--- src/rtl/rx_block_lock.sv ---
// 64b/66b sync-header block lock: tests header windows, pulses o_slip to realign the gearbox.
// Latency 1 clock from the deciding strobed header; i_header_valid low freezes all state.
module rx_block_lock #(
  parameter int SH_CNT_MAX     = 64,
  parameter int SH_INVALID_MAX = 16,
  parameter int SLIP_WAIT      = 32
) (
  input  logic        i_clk,
  input  logic        i_reset_n,
  input  logic [1:0]  i_header,
  input  logic        i_header_valid,
  output logic        o_slip,
  output logic        o_block_lock,
  output logic [15:0] o_slip_count
);

  localparam int CNT_W  = $clog2(SH_CNT_MAX + 1);
  localparam int INV_W  = $clog2(SH_INVALID_MAX + 1);
  localparam int WAIT_W = $clog2(SLIP_WAIT + 1);

  localparam logic [1:0] ST_LOCK_INIT = 2'd0;
  localparam logic [1:0] ST_TEST_SH   = 2'd1;
  localparam logic [1:0] ST_SLIP_WAIT = 2'd2;

  logic [1:0]        state;
  logic [CNT_W-1:0]  sh_cnt;
  logic [INV_W-1:0]  sh_invalid_cnt;
  logic [WAIT_W-1:0] wait_cnt;

  logic              hdr_bad;
  logic [CNT_W-1:0]  cnt_nxt;
  logic [INV_W-1:0]  inv_nxt;
  logic              slip_hit;
  logic              win_done;

  // 2'b00 and 2'b11 have even parity; both legal sync headers have odd parity.
  assign hdr_bad = ~^i_header;

  always_comb begin
    cnt_nxt  = sh_cnt + 1'b1;
    inv_nxt  = sh_invalid_cnt + {{(INV_W-1){1'b0}}, hdr_bad};
    slip_hit = hdr_bad && (!o_block_lock || (inv_nxt == INV_W'(SH_INVALID_MAX)));
    win_done = (cnt_nxt == CNT_W'(SH_CNT_MAX));
  end

  always_ff @(posedge i_clk or negedge i_reset_n) begin
    if (!i_reset_n) begin
      state          <= ST_LOCK_INIT;
      sh_cnt         <= '0;
      sh_invalid_cnt <= '0;
      wait_cnt       <= '0;
      o_slip         <= 1'b0;
      o_block_lock   <= 1'b0;
      o_slip_count   <= '0;
    end else begin
      o_slip <= 1'b0;
      case (state)
        ST_LOCK_INIT: begin
          state          <= ST_TEST_SH;
          sh_cnt         <= '0;
          sh_invalid_cnt <= '0;
        end
        ST_TEST_SH: begin
          if (i_header_valid) begin
            if (slip_hit) begin
              // Slip outranks a window that completes on the same header.
              state          <= ST_SLIP_WAIT;
              wait_cnt       <= WAIT_W'(SLIP_WAIT);
              sh_cnt         <= '0;
              sh_invalid_cnt <= '0;
              o_slip         <= 1'b1;
              o_block_lock   <= 1'b0;
              if (o_slip_count != 16'hFFFF) begin
                o_slip_count <= o_slip_count + 16'd1;
              end
            end else if (win_done) begin
              sh_cnt         <= '0;
              sh_invalid_cnt <= '0;
              if (inv_nxt == '0) begin
                o_block_lock <= 1'b1;
              end
            end else begin
              sh_cnt         <= cnt_nxt;
              sh_invalid_cnt <= inv_nxt;
            end
          end
        end
        ST_SLIP_WAIT: begin
          if (i_header_valid) begin
            if (wait_cnt <= WAIT_W'(1)) begin
              state          <= ST_TEST_SH;
              wait_cnt       <= '0;
              sh_cnt         <= '0;
              sh_invalid_cnt <= '0;
            end else begin
              wait_cnt <= wait_cnt - 1'b1;
            end
          end
        end
        default: begin
          state <= ST_LOCK_INIT;
        end
      endcase
    end
  end

endmodule
--- config.mk ---
export PLATFORM = sky130hd
export DESIGN_NAME = rx_block_lock
export DESIGN_NICKNAME = d
export VERILOG_FILES = /design/src/rtl/rx_block_lock.sv
export SDC_FILE = /design/constraint.sdc
export NUM_CORES = 1
export LEC_CHECK = 0
export ABC_AREA = 1
export CAP_MARGIN = 5
export CORE_ASPECT_RATIO = 1.25
export CORE_MARGIN = 5
export CORE_UTILIZATION = 61
export DETAILED_ROUTE_END_ITERATION = 12
export PLACE_DENSITY = 0.95
export SLEW_MARGIN = 0
export SYNTH_ARGS = -nofsm -noshare
export SYNTH_HDL_FRONTEND = slang
export SYNTH_SLANG_ARGS = --single-unit
--- constraint.sdc ---
create_clock -name i_clk -period 5.6 [get_ports i_clk]
set_input_delay 1.12 -clock i_clk [delete_from_list [all_inputs] [get_ports i_clk]]
set_output_delay 1.12 -clock i_clk [all_outputs]
set_load 0.01 [all_outputs]
After elaboration in Yosys (flattened, before gate mapping)
Index checks and enable logic that the tools add are counted.
{ "word_totals": {"mem_count": 0, "latch_bits": 0, "ramBits": 0, "ff_bits": 38, "mem_bits_ro": 0} }
{ "op_classes": {"shift": 0, "n_bitwise": 0, "n_mux": 28, "n_mul": 0, "n_eq_ne": 9, "n_addsub": 4, "n_reduce_logical": 15, "order_cmp": 1, "div_mod_pow": 0} }
{ "ops": {"columns": ["cell", "n"], "rows": [
  ["7-bit 2-to-1 mux", 5],
  ["5-bit 2-to-1 mux", 5],
  ["6-bit 2-to-1 mux", 4],
  ["7-bit one-hot mux with 3 select lines", 1],
  ["4-bit AND reduction", 5],
  ["16-bit by 1-bit adder with 16-bit output (second input constant)", 1],
  ["16-bit inequality test (second input constant)", 1],
  ["5-bit one-hot mux with 3 select lines", 1],
  ["6-bit one-hot mux with 2 select lines", 1],
  ["2-bit 2-to-1 mux", 4],
  ["2-bit inequality test (second input constant)", 4],
  ["7-bit by 1-bit adder with 7-bit output (second input constant)", 1],
  ["7-bit == test (second input constant)", 1],
  ["6-bit by 1-bit <= comparator with 1-bit output (second input constant)", 1],
  ["1-bit 2-to-1 mux", 6],
  ["2-bit one-hot mux with 3 select lines", 1],
  ["2-bit nonzero test", 3],
  ["6-bit by 1-bit subtractor with 6-bit output (second input constant)", 1],
  ["5-bit by 1-bit adder with 5-bit output", 1],
  ["5-bit == test (second input constant)", 1],
  ["5-bit zero test", 1],
  ["3-bit nonzero test", 1],
  ["2-bit by 1-bit == test with 1-bit output (second input constant)", 1],
  ["2-bit == test (second input constant)", 1],
  ["5 further kinds", 5]
]} }

Depth between registers and ports, before layout
Gate-level depths: netlist of the first run.
{ "logic_depth": {"word_depth": 8, "depth_mapped": 15} }

Worst setup path before layout of the first run
OpenSTA, ideal clock, no wires.
{ "synth_timing": {"path_type": "input port to flip-flop", "startpoint": "input port i_header[1]", "endpoint": "register o_slip_count[1]", "required_ns": 5.483, "t_arrival_ns": 2.912, "slack_ns": 2.572, "path_buffers": 1, "cell_stages": 13, "path_cell_list": "xnor2_2 ha_1 ha_1 or2_1 nor2_4 nand3_2 nand2_2 nand2_4 nor2_8 nand2_4 buf_8 nand2_1 nand2_1"} }
{ "synth_via": {"elab_chain_cells": 6} }
{ "synth_lines": {"columns": ["item", "line", "rtl"], "rows": [
  ["start: declaration", "10", "input logic [1:0] i_header,"],
  ["2-bit XNOR reduction (*)", "37", "assign hdr_bad = ~^i_header;"],
  ["5-bit by 1-bit adder with 5-bit output", "41", "inv_nxt = sh_invalid_cnt + {{(INV_W-1){1'b0}}, hdr_bad};"],
  ["5-bit == test", "42", "slip_hit = hdr_bad && (!o_block_lock || (inv_nxt == INV_W'(SH_INVALID_MAX)));"],
  ["1-bit logical OR", "42", null],
  ["1-bit logical AND (*)", "42", null],
  ["4-bit AND reduction (no line) (*)", null, null],
  ["end signal: assignment", "74", "o_slip_count <= o_slip_count + 16'd1;"],
  ["end: declaration", "14", "output logic [15:0] o_slip_count"]
]} }
Mark *: on every way between the ends. The rest lies on a longest branch, timed or not.
A chain may end at the register's enable or synchronous reset.

Worst setup path in the final report of the first run
Same ends and word-level chain as after synthesis.

==> impl_metrics.csv, run 1 <==
group,metric,value,unit
run_status,outcome,"complete, no violations",
synth,synth_edf_count,0,
pwr,power_density,376,nW/um2
floorplanning,die_h,79.4,um
final_layout,stdcell_count,373,
synth,syn_nets,317,
floorplanning,die_area,5200,um2
synth,yosys.area.top_type,"dfrtp_1",
cts,cts_made_buffers,5,
timing,hold_viol_final,0,
placement,dp_cells,365,
cts,clk_path_buf_depth,2,
detailed_routing,ant_nets,0,
final_layout,diodes,0,
detailed_routing,vias_per_cell,5.71,
synth,seq_area_frac_synth,40.4,%
timing,rsz0062_at_grt,"false",
detailed_routing,drcViolationCount,0,
grt,grt_pass1_wl,9630,um
floorplanning,core_area,3750,um2
hold_path,min_path_cells,2,
timing,min_period_over_period,62.9,%
detailed_routing,wirelength,5310,um
final_layout,drive_gt1_share,12.3,%
cts,clk_pin_slew,80,ps
detailed_routing,wire_per_inst,14.2,um
final_layout,final_util,72.8,%
pwr,p_leak,1.33,nW
detailed_routing,via_count,2129,
synth,syn_area,2350,um2
critical_path,cp.arrival,3700,ps
cts,post-cts-setup-buffer-count,0,
synth,synth_most_common_cell,"nand2_1",
timing,worst_slew_pin_slew,825,ps
timing,finalWorstSetupSlack,2080,ps
synth,synth.area.top_cells,"dfrtp_1 40%, nand2_1 15%, nand3_1 8.3%, nor2_1 4.5%, inv_1 3.5%",
floorplanning,io_pins,23,
timing,maxSlewViolCount,0,
timing,tns,0,ps
cts,cts_num_sinks,38,
synth,synth_commonest_cells,"92 x nand2_1, 39 x nand3_1, 38 x dfrtp_1",
grt,grt.total_usage,23.5,%
cts,ctsHoldBuffers,0,
final_layout,area_delta_synth_final,16.2,%
placement,place_hpwl,3750,um
cts,cts_root_buffer,"clkbuf_8",
timing,hold_ws,499,ps
placement,place_ws,1820,ps
critical_path,crit_type,"in -> reg",
synth,yosysWarnings,0,
grt,grt_pass1_vias,2204,
final_layout,n_fill_cell,283,
synth,ys_ff_latch,38,
critical_path,cp_max_fo,19,
job,max_cap_violations,0,
pwr,ir_drop,0.000359,V
final_layout,fin_nets,343,
hold_path,hold_class,"reg -> reg",
synth,synth.avg_cell_area,7.68,um2
floorplanning,start_util,62.6,%
grt,grt_max_degree,39,
synth,synthCells,306,
detailed_routing,first_pass_iters,4,
synth,synth_top_area_share,40.4,%
grt,grt_remaining_overflow,0,
critical_path,setup.worst_path.start_class,"input pin",
detailed_routing,drt_iter0_markers,139,
critical_path,required,5780,ps
grt,grt_antenna_before_repair,0,
placement,routabilityCongestion,0.872,
cts,cts_resized,0,
timing,min_period,3520,ps
cts,insertion_delay,290,ps
floorplanning,row_count,25,
timing,relSlewSlack,45.0,%
timing,fmax,284,MHz
timing,clock_skew,10.8,ps
timing,finalSetupViolations,0,
placement,port_buffers,22,
synth,synth.distinct_cells,31,
critical_path,reg2reg_depth,11,
synth,synthArstFlopShare,100,%
floorplanning,dieWidth,65.5,um
synth,ys.flop_type,"dfrtp_1",
cts,cts_tree,"built",
cts,htreeDepth,2,
critical_path,endpoint_kind,"flop",
==> layer usage <==
metal  vias up  wire length, um  global-route usage (%)
li1       1044                -                       -
met1      1004             2300                    29.8
met2        69             2630                    38.9
met3        12              261                    4.79
met4         0              112                    9.54
met5         -                0                       0
==> stage by stage <==
step                cell area (um2)  power, mW
floorplan                      2350      0.630
global placement               2590      0.717
detailed placement             2590      0.737
CTS                            2730       1.03
global route                   2730       1.10
finish                         2730       1.03
==> placed cells by master, fill, tap and decap left out, drive strengths merged <==
cell type,Yosys,layout
dfrtp,38,38
nand4,11,11
inv,26,26
nor3,2,2
clkdlybuf4s50,0,21
o21ai,11,11
nand3b,1,1
ha,6,6
xnor2,9,9
nand3,42,42
nor2,34,34
clkbuf,0,6
xor2,8,8
bufinv,0,2
o22ai,1,1
or2,2,2
a31o,1,1
o211ai,1,1
a21oi,3,3
nand2,107,107
buf,3,1
==> worst paths after layout <==
check	to	slack (ps)	from
max reg2reg	o_slip_count[1]$_DFFE_PN0P_	3200	sh_invalid_cnt[0]$_DFFE_PN0P_
max	o_slip_count[1]$_DFFE_PN0P_	2080	i_header[1]
min reg2reg	sh_invalid_cnt[0]$_DFFE_PN0P_	500	sh_invalid_cnt[0]$_DFFE_PN0P_
max in group asynchronous	sh_cnt[2]$_DFFE_PN0P_	4150	i_reset_n
min	sh_invalid_cnt[0]$_DFFE_PN0P_	500	sh_invalid_cnt[0]$_DFFE_PN0P_
min in group asynchronous	sh_invalid_cnt[1]$_DFFE_PN0P_	910	i_reset_n
==> kinds of logic after synthesis <==
kind of cell,after synthesis,share of synthesized area [%]
AO/OA/AOI/OAI,17,4.10
adder cells (fa/ha/maj),6,3.19
AND/OR/NAND/NOR,199,40.3
XOR/XNOR,17,6.65
flip-flops,38,40.4
buffers and inverters,29,5.32
==> flip-flops by register name (all words and copies together) (netlist names) <==
name and cells:
o_block_lock 1, sh_cnt 7, sh_invalid_cnt 5, o_slip 1, o_slip_count 16, wait_cnt 6, state 2
==> critical path, cell delays in order <==
cell and delay (ps):
clkdlybuf4s50_1 440, xnor2_2 270, ha_1 260, ha_1 250, or2_1 270, nor2_4 140, nand3_2 90, nand2_2 100
nand2_4 110, nor2_8 260, nand2_4 220, nand2_1 110, nand2_1 60
==> final cells by class <==
type | instances | area, um2 | area share [%]
Inverter | 26 | 97.6 | 3.57
Clock inverter | 2 | 60.1 | 2.20
Multi-Input combinational cell | 239 | 1270 | 46.7
Sequential cell | 38 | 951 | 34.8
Timing Repair Buffer | 22 | 215 | 7.88
Clock buffer | 6 | 82.6 | 3.02
Tap cell | 40 | 50.0 | 1.83
==> power breakdown <==
group | internal, mW | switching [mW] | leakage, nW
sequential | 0.321 | 0.0578 | 0.517
clock | 0.190 | 0.0990 | 0.0714
combinational | 0.137 | 0.221 | 0.737
Note: power is estimated with default switching activity, not from simulation.
==> run 2, diff against run 1 <==
CORE_UTILIZATION = 57   (was 61)
PLACE_DENSITY = 0.91   (was 0.95)
clock period = 3.5 ns   (was 5.6 ns; I/O delays follow)
==> run 2 against run 1 <==
Flip-flop and latch count unchanged; worst setup slack worse by 1500 ps; design area down 0.23%; via count down 0.42%; core utilization down 5.2 points; hold slack better by 1.9 ps; non-clock buffer count up 1; combinational power up 58%; die area up 6.0%; critical path type unchanged; largest cell class unchanged.
==> impl_metrics.csv, run 2 (synthesis results as in run 1) <==
group,metric,value,unit
cts,cts_made_buffers,5,
timing,tns,0,ps
timing,finalSetupViolations,0,
grt,grt_pass1_vias,2106,
timing,hold_ws,501,ps
placement,placedInstanceArea,2620,um2
critical_path,setup.worst_path.start_class,"input pin",
grt,grt.total_usage,22.2,%
critical_path,regToRegSetupSlack,1280,ps
grt,grt_remaining_overflow,0,
final_layout,area_delta_synth_final,15.9,%
detailed_routing,wirelength,5160,um
timing,min_period,2920,ps
pwr,power_density,568,nW/um2
critical_path,required,3690,ps
timing,relSlewSlack,43.1,%
hold_path,min_path_cells,2,
critical_path,reg2reg_depth,11,
final_layout,final_common_cell,"nand2_1",
floorplanning,die_area,5520,um2
critical_path,cp_max_fo,10,
hold_path,hold_start,"sh_invalid_cnt[0]$_DFFE_PN0P_",
timing,hold_viol_final,0,
floorplanning,dieWidth,67.4,um
detailed_routing,dr_wl_met2,2670,um
pwr,ir_drop,0.000382,V
cts,cts_resized,0,
cts,insertion_delay,290,ps
critical_path,endpoint_kind,"flop",
detailed_routing,ant_nets,0,
final_layout,regMostFlops,"o_slip_count",
final_layout,fin_nets,344,
hold_path,hold_class,"reg -> reg",
cts,clk_pin_slew,80,ps
critical_path,r2r_start,"sh_invalid_cnt[0]$_DFFE_PN0P_",
timing,fmax,342,MHz
detailed_routing,wire_per_inst,13.2,um
detailed_routing,vias_per_cell,5.44,
grt,grt_max_degree,39,
detailed_routing,first_pass_iters,4,
cts,ctsHoldBuffers,0,
run_status,outcome,"complete, no violations",
timing,clock_skew,5.66,ps
critical_path,worstReg2RegEnd,"wait_cnt[2]$_DFFE_PN0P_",
cts,post-cts-setup-buffer-count,0,
cts,clk_path_buf_depth,2,
detailed_routing,maxUsedRoutingLayer,"met4",
floorplanning,io_pins,23,
final_layout,largest_reg_flops,16,
final_layout,final_util,67.6,%
final_layout,top_regs,"o_slip_count: 16 flops, sh_cnt: 7 flops, wait_cnt: 6 flops",
timing,min_period_over_period,83.6,%
cts,cts_num_sinks,38,
final_layout,layout_common_cells,"92 x nand2_1, 39 x nand3_1, 38 x dfrtp_1",
critical_path,crit_type,"in -> reg",
detailed_routing,drcViolationCount,0,
placement,routabilityCongestion,0.898,
timing,worst_slew_pin_slew,853,ps
cts,htreeDepth,2,
job,max_cap_violations,0,
floorplanning,die_h,81.8,um
grt,grt_pass1_wl,9360,um
grt,grt_antenna_before_repair,0,
timing,rsz0062_at_grt,"false",
critical_path,cp.arrival,3120,ps
placement,port_buffers,22,
detailed_routing,drt_iter0_markers,247,
cts,cts_tree,"built",
final_layout,design_area,2730,um2
cts,cts_root_buffer,"clkbuf_8",
timing,maxSlewViolCount,0,
final_layout,drive_gt1_share,12.6,%
detailed_routing,met1_length,2170,um
floorplanning,core_area,4030,um2
detailed_routing,via_count,2120,
hold_path,whs_endpoint,"sh_invalid_cnt[0]$_DFFE_PN0P_",
final_layout,diodes,0,
pwr,p_leak,1.32,nW
detailed_routing,wl_met3,203,um
floorplanning,row_count,26,
placement,place_hpwl,3700,um
floorplanning,start_util,58.3,%
## run 2: how the worst max path moves through the flow
stage          cells after the start        start                            to
2_1_floorplan                     13  i_header[1]   o_slip_count[1]$_DFFE_PN0P_
3_3_place_gp                      13  i_header[1]  o_slip_count[14]$_DFFE_PN0P_
3_5_place_dp                      13  i_header[1]       wait_cnt[2]$_DFFE_PN0P_
4_1_cts                           13  i_header[1]       wait_cnt[2]$_DFFE_PN0P_
5_1_grt                           13  i_header[1]       wait_cnt[0]$_DFFE_PN0P_
6_report                          13  i_header[1]       wait_cnt[2]$_DFFE_PN0P_
## run 2: critical path, stage by stage
cell and delay, ps:
clkdlybuf4s50_1 440, xnor2_2 280, ha_1 240, ha_1 250, or2_1 270, nor2_4 120
nand3_2 80, nand2_2 100, nand2_4 110, nand2_2 180, nand2_1 180, nand2_1 110
nand2_1 50
## run 2: cell type report
cell class,instances,area (um2)
Clock inverter,3,40.0
Clock buffer,5,68.8
Tap cell,56,70.1
Inverter,26,97.6
Multi-Input combinational cell,239,1270
Fill cell,379,1310
Sequential cell,38,951
Timing Repair Buffer,23,223
## run 2: stage by stage
stage	instances	power (mW)	worst slack, ps
after floorplan	306	1.01	892
after global placement	382	1.15	370
after detailed placement	382	1.18	253
after CTS	390	1.55	572
after global routing	390	1.67	301
final	390	1.55	575
## run 2: per-layer routing
| metal | GRT usage [%] | vias to the layer above |
|---|---|---|
| li1 | - | 1047 |
| met1 | 26.5 | 1011 |
| met2 | 39.1 | 52 |
| met3 | 4.38 | 10 |
| met4 | 8.32 | 0 |
| met5 | 0 | - |
## run 2: report_power, final
part / internal, mW / leakage, nW / switching [mW]
Clock: 0.210 / 0.0579 / 0.163
Sequential: 0.513 / 0.517 / 0.0947
Combinational: 0.222 / 0.742 / 0.345
==> run 3, diff against run 2 <==
clock period = 2.7 ns   (was 3.5 ns; I/O delays follow)
==> run 3 against run 2 <==
Die area unchanged; non-clock buffer count up 7; wire length up 3.1%; critical path type unchanged; largest cell class unchanged.
==> impl_metrics.csv, run 3 (synthesis results as in run 1) <==
group,metric,value,unit
critical_path,worstReg2RegEnd,"o_slip_count[12]$_DFFE_PN0P_",
final_layout,regMostFlops,"o_slip_count",
detailed_routing,ant_nets,0,
floorplanning,row_count,26,
placement,routabilityCongestion,0.889,
final_layout,final_util,68.4,%
cts,cts_resized,0,
final_layout,largest_reg_flops,16,
cts,cts_made_buffers,5,
detailed_routing,drcViolationCount,0,
cts,cts_root_buffer,"clkbuf_8",
cts,clk_pin_slew,80,ps
pwr,p_sw,0.800,mW
grt,busiest_layer,"met2",
critical_path,endpoint_kind,"flop",
final_layout,drive_gt1_share,14.1,%
floorplanning,start_util,58.3,%
run_status,outcome,"complete, no violations",
detailed_routing,via_count,2159,
timing,finalWorstSetupSlack,125,ps
timing,relSlewSlack,42.5,%
timing,hold_viol_final,0,
detailed_routing,first_pass_iters,4,
grt,grt_util_met2,41.9,%
cts,post-cts-setup-buffer-count,0,
cts,cts_num_sinks,38,
grt,grtUsageMet3,5.47,%
pwr,swShare,39.9,%
critical_path,r2r_start,"sh_invalid_cnt[0]$_DFFE_PN0P_",
cts,cts_tree,"built",
grt,grt_pass1_wl,9790,um
pwr,ir_drop,0.000519,V
grt,grt_max_degree,39,
final_layout,area_delta_synth_final,17.4,%
timing,min_period_over_period,95.4,%
placement,place_hpwl,3900,um
timing,worst_slew_pin_slew,862,ps
grt,grt_antenna_before_repair,0,
cts,htreeDepth,2,
floorplanning,die_area,5520,um2
grt,met1_usage,26.2,%
detailed_routing,drt_iter0_markers,124,
critical_path,crit_type,"in -> reg",
timing,maxSlewViolCount,0,
floorplanning,die_h,81.8,um
grt,grt_pass1_vias,2254,
final_layout,final_common_cell,"nand2_1",
grt,grt_remaining_overflow,0,
critical_path,regToRegSetupSlack,560,ps
floorplanning,dieWidth,67.4,um
timing,finalSetupViolations,0,
critical_path,required,2890,ps
grt,grt.total_usage,23.3,%
timing,rsz0062_at_grt,"false",
placement,place_ws,-193,ps
timing,clock_skew,7.56,ps
detailed_routing,wire_per_inst,13.4,um
cts,ctsHoldBuffers,0,
cts,insertion_delay,300,ps
floorplanning,core_area,4030,um2
pwr,power_density,725,nW/um2
pwr,clkPwrFrac,20.7,%
pwr,finalPower,2.00,mW
timing,min_period,2570,ps
pwr,combPwrFrac,40.2,%
critical_path,cp_max_fo,16,
job,max_cap_violations,0,
timing,tns,0,ps
pwr,p_leak,1.34,nW
timing,hold_ws,346,ps
critical_path,cp.arrival,2760,ps
hold_path,hold_class,"in -> async",
timing,fmax,388,MHz
floorplanning,io_pins,23,
critical_path,reg2reg_depth,11,
placement,port_buffers,22,
final_layout,fin_nets,351,
detailed_routing,wirelength,5320,um
final_layout,diodes,0,
detailed_routing,vias_per_cell,5.44,
critical_path,setup.worst_path.start_class,"input pin",
pwr,intPower,1.20,mW
final_layout,layout_common_cells,"92 x nand2_1, 39 x nand3_1, 38 x dfrtp_1",
pwr,power_frac_seq,39.1,%
final_layout,top_regs,"o_slip_count: 16 flops, sh_cnt: 7 flops, wait_cnt: 6 flops",
cts,clk_path_buf_depth,2,
[run 3: through the flow]
step | cells | instance area [um2]
global placement | 389 | 2670
global route | 397 | 2760
finish | 397 | 2760
floorplan | 306 | 2350
detailed placement | 389 | 2670
CTS | 397 | 2760
[run 3: critical path, stage by stage]
cell and delay [ps]:
clkdlybuf4s50_1 450, xnor2_2 160, ha_1 220, ha_1 300
or2_1 290, nor2_4 130, nand3_2 80, nand2_2 90
nand2_4 80, nor2_8 110, nand2_4 150, nand2_1 110
nand2_1 50
[run 3: cell type report]
| cell class | instances | area (um2) |
|---|---|---|
| inverters | 26 | 97.6 |
| clock inverters | 1 | 5.00 |
| fillers | 348 | 1270 |
| well taps | 56 | 70.1 |
| clock buffers | 7 | 86.3 |
| repair buffers | 30 | 275 |
| flip-flops and latches | 38 | 951 |
| multi-input cells | 239 | 1270 |
[run 3: worst max-delay path by stage]
stage,from,end,slack [ps],depth (start not counted)
floorplan,i_header[1],o_slip_count[1]$_DFFE_PN0P_,250,13
global placement,i_header[1],o_slip_count[14]$_DFFE_PN0P_,-90,13
detailed placement,i_header[1],o_slip_count[12]$_DFFE_PN0P_,-190,13
CTS,i_header[1],o_slip_count[11]$_DFFE_PN0P_,130,13
global route,i_header[1],wait_cnt[4]$_DFFE_PN0P_,0.5,13
finish,i_header[1],o_slip_count[12]$_DFFE_PN0P_,130,13
[run 3: power groups by stage]
stage / registers [mW] / clock network [mW] / logic [mW]
2_1_floorplan: 0.782 / 0 / 0.525
6_report: 0.783 / 0.414 / 0.805
5_1_grt: 0.801 / 0.453 / 0.900
4_1_cts: 0.782 / 0.421 / 0.799
3_5_place_dp: 0.791 / 0 / 0.791
3_3_place_gp: 0.785 / 0 / 0.759
[run 3: metal layers]
metal / vias up / wire length (um)
li1: 1063 / -
met1: 1034 / 2150
met2: 53 / 2840
met3: 9 / 237
met4: 0 / 87
met5: - / 0
